### src/rtl/regbank_pkg.sv
// Shared types for the register-bank arbiter: widths, FSM states, op encoding.
// No logic of its own; latency n/a.
// Backpressure n/a.
package regbank_pkg;

  localparam int DW   = 8;
  localparam int NREG = 4;
  localparam int AW   = 2;

  typedef enum logic [1:0] {
    IDLE  = 2'd0,
    WRITE = 2'd1,
    READ  = 2'd2,
    RESP  = 2'd3
  } state_t;

  typedef enum logic {
    OP_READ  = 1'b0,
    OP_WRITE = 1'b1
  } op_t;

  function automatic logic [NREG-1:0] addr_onehot(input logic [AW-1:0] a);
    addr_onehot    = '0;
    addr_onehot[a] = 1'b1;
  endfunction

endpackage

### src/rtl/regbank_arbiter_rr_arbiter2.sv
// Two-way arbiter: round-robin on a last-grant pointer, or fixed priority to requester 0
// when REGBANK_ARB_FIXED_PRIO_EN is defined. Grant is combinational (0 cycles).
// Pointer advances only when upd is asserted with a request present.
module rr_arbiter2 (
  input  logic       clk,
  input  logic       rst,
  input  logic [1:0] req,
  input  logic       upd,
  output logic [1:0] gnt,
  output logic       gnt_id
);

`ifdef REGBANK_ARB_FIXED_PRIO_EN
  logic unused_ok;
  assign unused_ok = ^{clk, rst, upd};
  assign gnt_id    = ~req[0];
`else
  logic last;

  // Reset to "requester 1 granted last" so requester 0 wins the first tie.
  always_ff @(posedge clk) begin
    if (rst) begin
      last <= 1'b1;
    end else if (upd && (|req)) begin
      last <= gnt_id;
    end
  end

  assign gnt_id = (req == 2'b11) ? ~last : req[1];
`endif

  assign gnt = (|req) ? (gnt_id ? 2'b10 : 2'b01) : 2'b00;

endmodule

### src/rtl/regbank_arbiter.sv
// Shares the 4x8 load-register bank between two requesters (grant -> WRITE/READ -> RESP).
// Latency: response 2 cycles after acceptance; one op per 3 cycles.
// Backpressure: req_ready only in IDLE; fixed priority via REGBANK_ARB_FIXED_PRIO_EN.
module regbank_arbiter
  import regbank_pkg::*;
(
  input  logic [0:0]        clk,
  input  logic              rst,
  input  logic [1:0]        req_valid,
  output logic [1:0]        req_ready,
  input  logic [1:0]        req_we,
  input  logic [2*AW-1:0]   req_addr,
  input  logic [2*DW-1:0]   req_wdata,
  output logic [1:0]        rsp_valid,
  output logic [DW-1:0]     rsp_rdata,
  output logic [NREG-1:0]   rf_ld,
  output logic [DW-1:0]     rf_d,
  output logic [AW-1:0]     rf_sel,
  input  logic [DW-1:0]     rf_q
);

  state_t          state, state_nxt;
  logic [1:0]      gnt;
  logic            gnt_id;
  logic            grant;
  op_t             gnt_op;
  logic [AW-1:0]   gnt_addr;
  logic [DW-1:0]   gnt_wdata;
  logic [AW-1:0]   cur_addr;
  logic            cur_g;

  assign grant     = (state == IDLE) && !rst && (|req_valid);
  assign gnt_op    = op_t'(gnt_id ? req_we[1] : req_we[0]);
  assign gnt_addr  = gnt_id ? req_addr[AW +: AW] : req_addr[0 +: AW];
  assign gnt_wdata = gnt_id ? req_wdata[DW +: DW] : req_wdata[0 +: DW];

  rr_arbiter2 u_arb (
    .clk    (clk),
    .rst    (rst),
    .req    (req_valid),
    .upd    (grant),
    .gnt    (gnt),
    .gnt_id (gnt_id)
  );

  always_ff @(posedge clk) begin
    if (rst) begin
      state <= IDLE;
    end else begin
      state <= state_nxt;
    end
  end

  always_comb begin
    state_nxt = state;
    case (state)
      IDLE:        if (|req_valid) state_nxt = (gnt_op == OP_WRITE) ? WRITE : READ;
      WRITE, READ: state_nxt = RESP;
      RESP:        state_nxt = IDLE;
      default:     state_nxt = IDLE;
    endcase
  end

  // Gated by rst so a write in flight never reaches the bank during reset.
  always_comb begin
    req_ready = '0;
    rf_ld     = '0;
    rsp_valid = '0;
    if (!rst) begin
      case (state)
        IDLE:    req_ready = gnt;
        WRITE:   rf_ld = addr_onehot(cur_addr);
        RESP:    rsp_valid[cur_g] = 1'b1;
        default: ;
      endcase
    end
  end

  // rf_d / rf_sel load at acceptance so they are stable for the whole op cycle.
  always_ff @(posedge clk) begin
    if (rst) begin
      cur_addr  <= '0;
      cur_g     <= 1'b0;
      rf_d      <= '0;
      rf_sel    <= '0;
      rsp_rdata <= '0;
    end else begin
      if (grant) begin
        cur_addr <= gnt_addr;
        cur_g    <= gnt_id;
        if (gnt_op == OP_WRITE) begin
          rf_d <= gnt_wdata;
        end else begin
          rf_sel <= gnt_addr;
        end
      end
      if (state == READ) begin
        rsp_rdata <= rf_q;
      end else if (state == WRITE) begin
        rsp_rdata <= '0;
      end
    end
  end

endmodule

### config.mk
export PLATFORM = sky130hd
export DESIGN_NAME = regbank_arbiter
export DESIGN_NICKNAME = d
export VERILOG_FILES = /design/src/rtl/regbank_pkg.sv /design/src/rtl/regbank_arbiter_rr_arbiter2.sv /design/src/rtl/regbank_arbiter.sv
export SDC_FILE = /design/constraint.sdc
export NUM_CORES = 1
export LEC_CHECK = 0
export CAP_MARGIN = 20
export CORE_ASPECT_RATIO = 0.6
export CORE_MARGIN = 5
export CORE_UTILIZATION = 40
export DETAILED_ROUTE_END_ITERATION = 12
export GPL_TIMING_DRIVEN = 0
export PLACE_DENSITY = 0.84
export SLEW_MARGIN = 20
export SYNTH_ARGS = -nofsm -noshare
export SYNTH_HDL_FRONTEND = slang
export SYNTH_SLANG_ARGS = --single-unit
### constraint.sdc
create_clock -name clk -period 1.92 [get_ports clk]
set_clock_uncertainty 0.05 [all_clocks]
set_input_delay 0.288 -clock clk [delete_from_list [all_inputs] [get_ports clk]]
set_output_delay 0.288 -clock clk [all_outputs]
set_load 0.1 [all_outputs]
==> results of run 1 <==
worst min-delay path: stages:
cell and delay [ns]:
clkbuf_2 0.16, o31a_1 0.15, o21ai_1 0.05
registers in the layout (all words and copies together) (netlist names):
name        cells
rf_sel          2
rsp_rdata       8
cur_g           1
u_arb.last      1
rf_d            8
state           2
cur_addr        2
Yosys cell counts, drive strengths merged (3+ instances only):
| cell | instances |
|---|---|
| nor2b | 10 |
| o21ai | 3 |
| nand2 | 25 |
| a311oi | 12 |
| nor2 | 20 |
| clkbuf | 4 |
| inv | 4 |
| dfxtp | 24 |
| nand2b | 3 |
| buf | 5 |
| a31oi | 3 |
| ha | 4 |
| a21oi | 11 |
metal layers:
layer / vias up / share of wire (%)
li1: 650 / -
met1: 646 / 42
met2: 46 / 49
met3: 13 / 6.3
met4: 0 / 2.5
met5: - / 0
power groups by stage:
stage	combinational [uW]	clock, uW	sequential [uW]
after floorplan	648	0	1180
after global placement	1440	0	715
after detailed placement	1480	0	727
after CTS	1490	351	713
after global routing	1610	375	732
final	1540	354	716
cell families (layout without fill, tap and decap cells):
family	after synthesis	after routing	synth area share [%]
simple gates	68	68	27.2
compound gates	39	39	24.8
buf+inv	13	75	4.88
fa+ha+maj	4	4	4.07
flops	24	24	39.1
through the flow:
| step | total power [uW] | hold slack (ns) | area (um^2) | cells | TNS [ns] |
|---|---|---|---|---|---|
| 3_5_place_dp | 2210 | 0.455 | 1930 | 248 | -8.43 |
| 2_1_floorplan | 1820 | 0.377 | 1300 | 148 | -0.405 |
| 4_1_cts | 2550 | 0.369 | 1970 | 252 | 0 |
| 5_1_grt | 2720 | 0.387 | 2000 | 252 | -0.00559 |
| 3_3_place_gp | 2160 | 0.434 | 1930 | 248 | -7.52 |
| 6_report | 2610 | 0.363 | 2000 | 252 | 0 |
cell type report:
cell class                 count  area, um^2
buffer                         9        66.3
inverter                       4        15.0
multi-input combinational    111         766
clock buffer                   4        55.1
fill                         238         913
timing repair buffer          58         556
tap                           42        52.6
sequential                    24         485
what timing repair did:
action                                  4_1_cts  5_1_grt
gates resized for setup                      76        9
pin swaps                                     1        2
hold buffers                                  0        0
endpoints found under the setup margin       26        4
buffers inserted                              0        0
worst paths after layout:
path | from | end | slack, ns
worst max-delay path | rf_d[5] | rf_d[5] | 0.05
worst min-delay path | req_valid[1] | state[1] | 0.36
worst max register to register | state[0] | rf_d[5] | 0.18
worst min register to register | rf_d[3] | rf_d[3] | 0.46
==> results.yml, run 1 <==
finish:
  syn2layout_area_growth_pct: 62.3
  drive_above_1_share_pct: 19.5
  layout_common_cells: "clkdlybuf4s50_1 (30), nand2_1 (25), dfxtp_1 (20), dlygate4sd2_1 (19), nor2_1 (16)"
  antenna_cells: 0
  post-route-util_pct: 68.6
  layout_commonest_cell: "clkdlybuf4s50_1"
  fin_nets: 249
synthesis:
  synth_top_area_cell: "dfxtp_1"
  syn-num-nets: 186
  ys_types: 36
  synth_edf_count: 0
  async_flop_share_pct: 0
  syn_avg_cell_area_um2: 8.31
  syn_inst: 148
  yosysTopAreaCellShare_pct: 39.1
  syn-cell-area_um2: 1230
  ys_ff_latch: 24
  ys.flop_type: "dfxtp_1"
  synth-seq-area-share_pct: 39.1
  yosys_warnings: 0
  yosys-top-cells-area: "dfxtp_1 (39%), nand2_1 (7.6%), a311oi_1 (7.1%), nor2_1 (5.5%), nor2b_1 (5.1%)"
pwr:
  p_sw_uw: 1320
  pwr-share-clk_pct: 13.6
  power_frac_seq_pct: 27.4
  power.static_leakage_uw: 0.000841
  power_density_nw_per_um2: 1310
  p_comb_share_pct: 59.0
  swShare_pct: 50.5
  irDropWorstVdd_mv: 0.534
  intPower_uw: 1290
worst_setup_path:
  end_kind: "output pin"
  path_depth: 1
  crit_required_ns: 1.58
  r2r_cells: 7
  path_max_fanout: 2
  path_class: "reg2out"
  crit_path_start_kind: "register"
  cp_top_family: "buffers and inverters"
  crit_buf_inv: 1
  crit_slowest_cell: "dlygate4sd2_1"
  cp_slowest_stage_delay_ns: 0.88
  path_cells: "dlygate4sd2_1"
  worst_ep_arrival_time_ns: 1.53
sta:
  hold_violations: 0
  slew_headroom_pct: 34.1
  slew_viol_final: 0
  setup_viol: 0
  max_freq_mhz: 536
  fin_crit_ns: 1.87
  fin_crit_sh_pct: 97.2
  tightest_slew_ns: 0.992
  rsz0062_at_grt: "yes"
  fin_ws_ns: 0.0540
status:
  status: "complete, no violations"
route:
  vias: 1355
  firstDrtPassIters: 4
  drt-initial-drc-count: 77
  drt-vias-per-instance: 5.38
  drc: 0
  avgRoutedWirePerCell_um: 16.9
  ant_nets: 0
  drt-total-wl_um: 4260
floorplan:
  core-area_um2: 2910
  die_w_um: 81.6
  die_h_um: 53.0
  io_pins: 60
  die-area_um2: 4320
  start_util_pct: 42.3
  rows: 15
clocking:
  clock_latency_ns: 0.27
  cts_buffers: 3
  cts_tree: "yes"
  clock_sinks: 24
  cts_root_buf: "clkbuf_8"
  cts.htree.levels: 1
  path_clk_slew_ns: 0.09
  clk_path_buf_depth: 2
grt:
  use_met2_pct: 34.6
  use_met1_pct: 24.4
  grt_busiest_layer: "met2"
  grtUsageTotal_pct: 19.9
  grt_max_degree: 14
  grt_pass1_wl_um: 6550
  use_met3_pct: 4.25
  antenna_found_initial: 0
  grt_pass1_vias: 1356
  gr-total-overflow: 0
placed_design:
  portBuffers: 58
  hpwl_um: 3290
  dp_slack_ns: -1.09
  gp_congestion: 0.946
worst_hold_path:
  hp-class: "in2reg"
  hold_depth: 3
job:
  max_cap_viol_count: 0
Note: power is estimated with default switching activity, not from simulation.
==> run 2: changes to the inputs <==
--- a/config.mk
+++ b/config.mk
@@ -6,9 +6,10 @@
 export NUM_CORES = 1
 export LEC_CHECK = 0
 export CAP_MARGIN = 20
-export CORE_ASPECT_RATIO = 0.6
+export CELL_PAD_IN_SITES_DETAIL_PLACEMENT = 0
+export CELL_PAD_IN_SITES_GLOBAL_PLACEMENT = 1
 export CORE_MARGIN = 5
-export CORE_UTILIZATION = 40
+export CORE_UTILIZATION = 28
 export DETAILED_ROUTE_END_ITERATION = 12
 export GPL_TIMING_DRIVEN = 0
 export PLACE_DENSITY = 0.84
==> run 2 against run 1 <==
Worst setup slack better by 0.044 ns. Clock-buffer cell count unchanged. Worst hold slack better by 0.0018 ns. Register-to-register slack better by 0.09 ns. Clock power down 2%. Non-clock buffer count unchanged. Final cell count up 4.0%. Die area up 35%. Critical path depth unchanged. Critical endpoint is now rf_d[6]. Largest cell class unchanged.
==> results.yml, run 2 (same netlist as run 1, synthesis figures left out) <==
grt:
  use_met1_pct: 14.2
  gr-total-overflow: 0
  antenna_found_initial: 0
  use_met2_pct: 19.8
  grtUsageTotal_pct: 12.2
  use_met3_pct: 6.86
  grt_busiest_layer: "met2"
  grt_pass1_wl_um: 5980
  grt_pass1_vias: 1281
  grt_max_degree: 14
finish:
  drive_above_1_share_pct: 19.5
  antenna_cells: 0
  syn2layout_area_growth_pct: 63.5
  top_regs: "rf_d: 8 flops, rsp_rdata: 8 flops"
  post-route-util_pct: 46.8
  postLayoutCellArea_um2: 2010
  fin_nets: 249
  layout_common_cells: "clkdlybuf4s50_1 (30), nand2_1 (25), dfxtp_1 (20), dlygate4sd2_1 (19), nor2_1 (16)"
  layout_commonest_cell: "clkdlybuf4s50_1"
worst_setup_path:
  crit_path_start_kind: "register"
  path_class: "reg2out"
  cp_top_family: "buffers and inverters"
  crit_buf_inv: 1
  worst_ep_arrival_time_ns: 1.48
  crit_slowest_cell: "dlygate4sd2_1"
  cp_slowest_stage_delay_ns: 0.87
  end_kind: "output pin"
  path_cells: "dlygate4sd2_1"
  path_max_fanout: 2
  crit_required_ns: 1.58
placed_design:
  dp_slack_ns: -1.07
  gp_congestion: 0.786
  placed_area_um2: 1950
  portBuffers: 58
  hpwl_um: 2720
clocking:
  clock_sinks: 24
  cts_root_buf: "clkbuf_8"
  ctsHoldBuffers: 0
  clk_path_buf_depth: 2
  path_clk_slew_ns: 0.09
  cts_tree: "yes"
  cts.htree.levels: 1
  clock_latency_ns: 0.26
  cts_buffers: 3
floorplan:
  core-area_um2: 4290
  rows: 24
  io_pins: 60
  die_h_um: 76.3
  die-area_um2: 5820
  die_w_um: 76.3
  start_util_pct: 28.6
sta:
  slew_headroom_pct: 35.3
  tightest_slew_ns: 0.975
  slew_viol_final: 0
  rsz0062_at_grt: "no"
  fin_crit_sh_pct: 94.9
  fin_crit_ns: 1.82
  max_freq_mhz: 549
  hold_violations: 0
  setup_viol: 0
  fin_ws_ns: 0.0977
route:
  drc: 0
  drt-initial-drc-count: 99
  firstDrtPassIters: 4
  ant_nets: 0
  drt-total-wl_um: 3570
  vias: 1271
  drt-vias-per-instance: 4.85
  avgRoutedWirePerCell_um: 13.6
job:
  max_cap_viol_count: 0
worst_hold_path:
  hp-class: "in2reg"
pwr:
  power.static_leakage_uw: 0.000842
  irDropWorstVdd_mv: 0.535
  power_density_nw_per_um2: 1270
status:
  status: "complete, no violations"
## run 2: per-layer routing
metal | wire length (um) | part of all wire, %
met1 | 1560 | 44
met2 | 1570 | 44
met3 | 426 | 12
met4 | 17 | 0.48
met5 | 0 | 0
## run 2: power by group
group,internal [uW],leakage [uW],switching [uW],total [uW]
Clock,183,0.0000288,164,348
Combinational,494,0.000616,1000,1500
Sequential,613,0.000198,96.1,709
## run 2: cell type report
cell class	instances	area, um^2
fill	429	2280
multi-input combinational	111	766
timing repair buffer	58	558
sequential	24	485
buffer	9	66.3
tap	52	65.1
clock buffer	4	55.1
inverter	4	15.0
## run 2: worst paths after layout
check | start | endpoint | slack (ns) | cells after the start
min | req_valid[1] | state[1] | 0.36 | 3
max reg2reg | state[0] | rf_d[5] | 0.27 | 7
max | rf_d[6] | rf_d[6] | 0.1 | 1
min reg2reg | rf_d[4] | rf_d[4] | 0.45 | 2
## run 2: repair_timing
item                                    CTS  global route
endpoints found under the setup margin   26             3
pin swaps                                 0             1
gates cloned                              0             0
resized for setup                        81             5
setup buffers                             0             0
## run 2: through the flow
stage,total power (uW),cells,TNS (ns),hold WS (ns)
6_report,2550,262,0,0.365
5_1_grt,2700,262,0,0.406
4_1_cts,2550,262,0,0.370
3_5_place_dp,2190,258,-7.94,0.443
3_3_place_gp,2170,258,-7.92,0.436
2_1_floorplan,1820,148,-0.405,0.377
## run 2: worst register-to-register path, cell delays in order, from the launching register on
cell	delay [ns]
dfxtp_2	0.35
inv_2	0.08
ha_4	0.16
nand2_1	0.08
o32ai_4	0.36
buf_6	0.21
nor2_2	0.05
a311oi_2	0.22
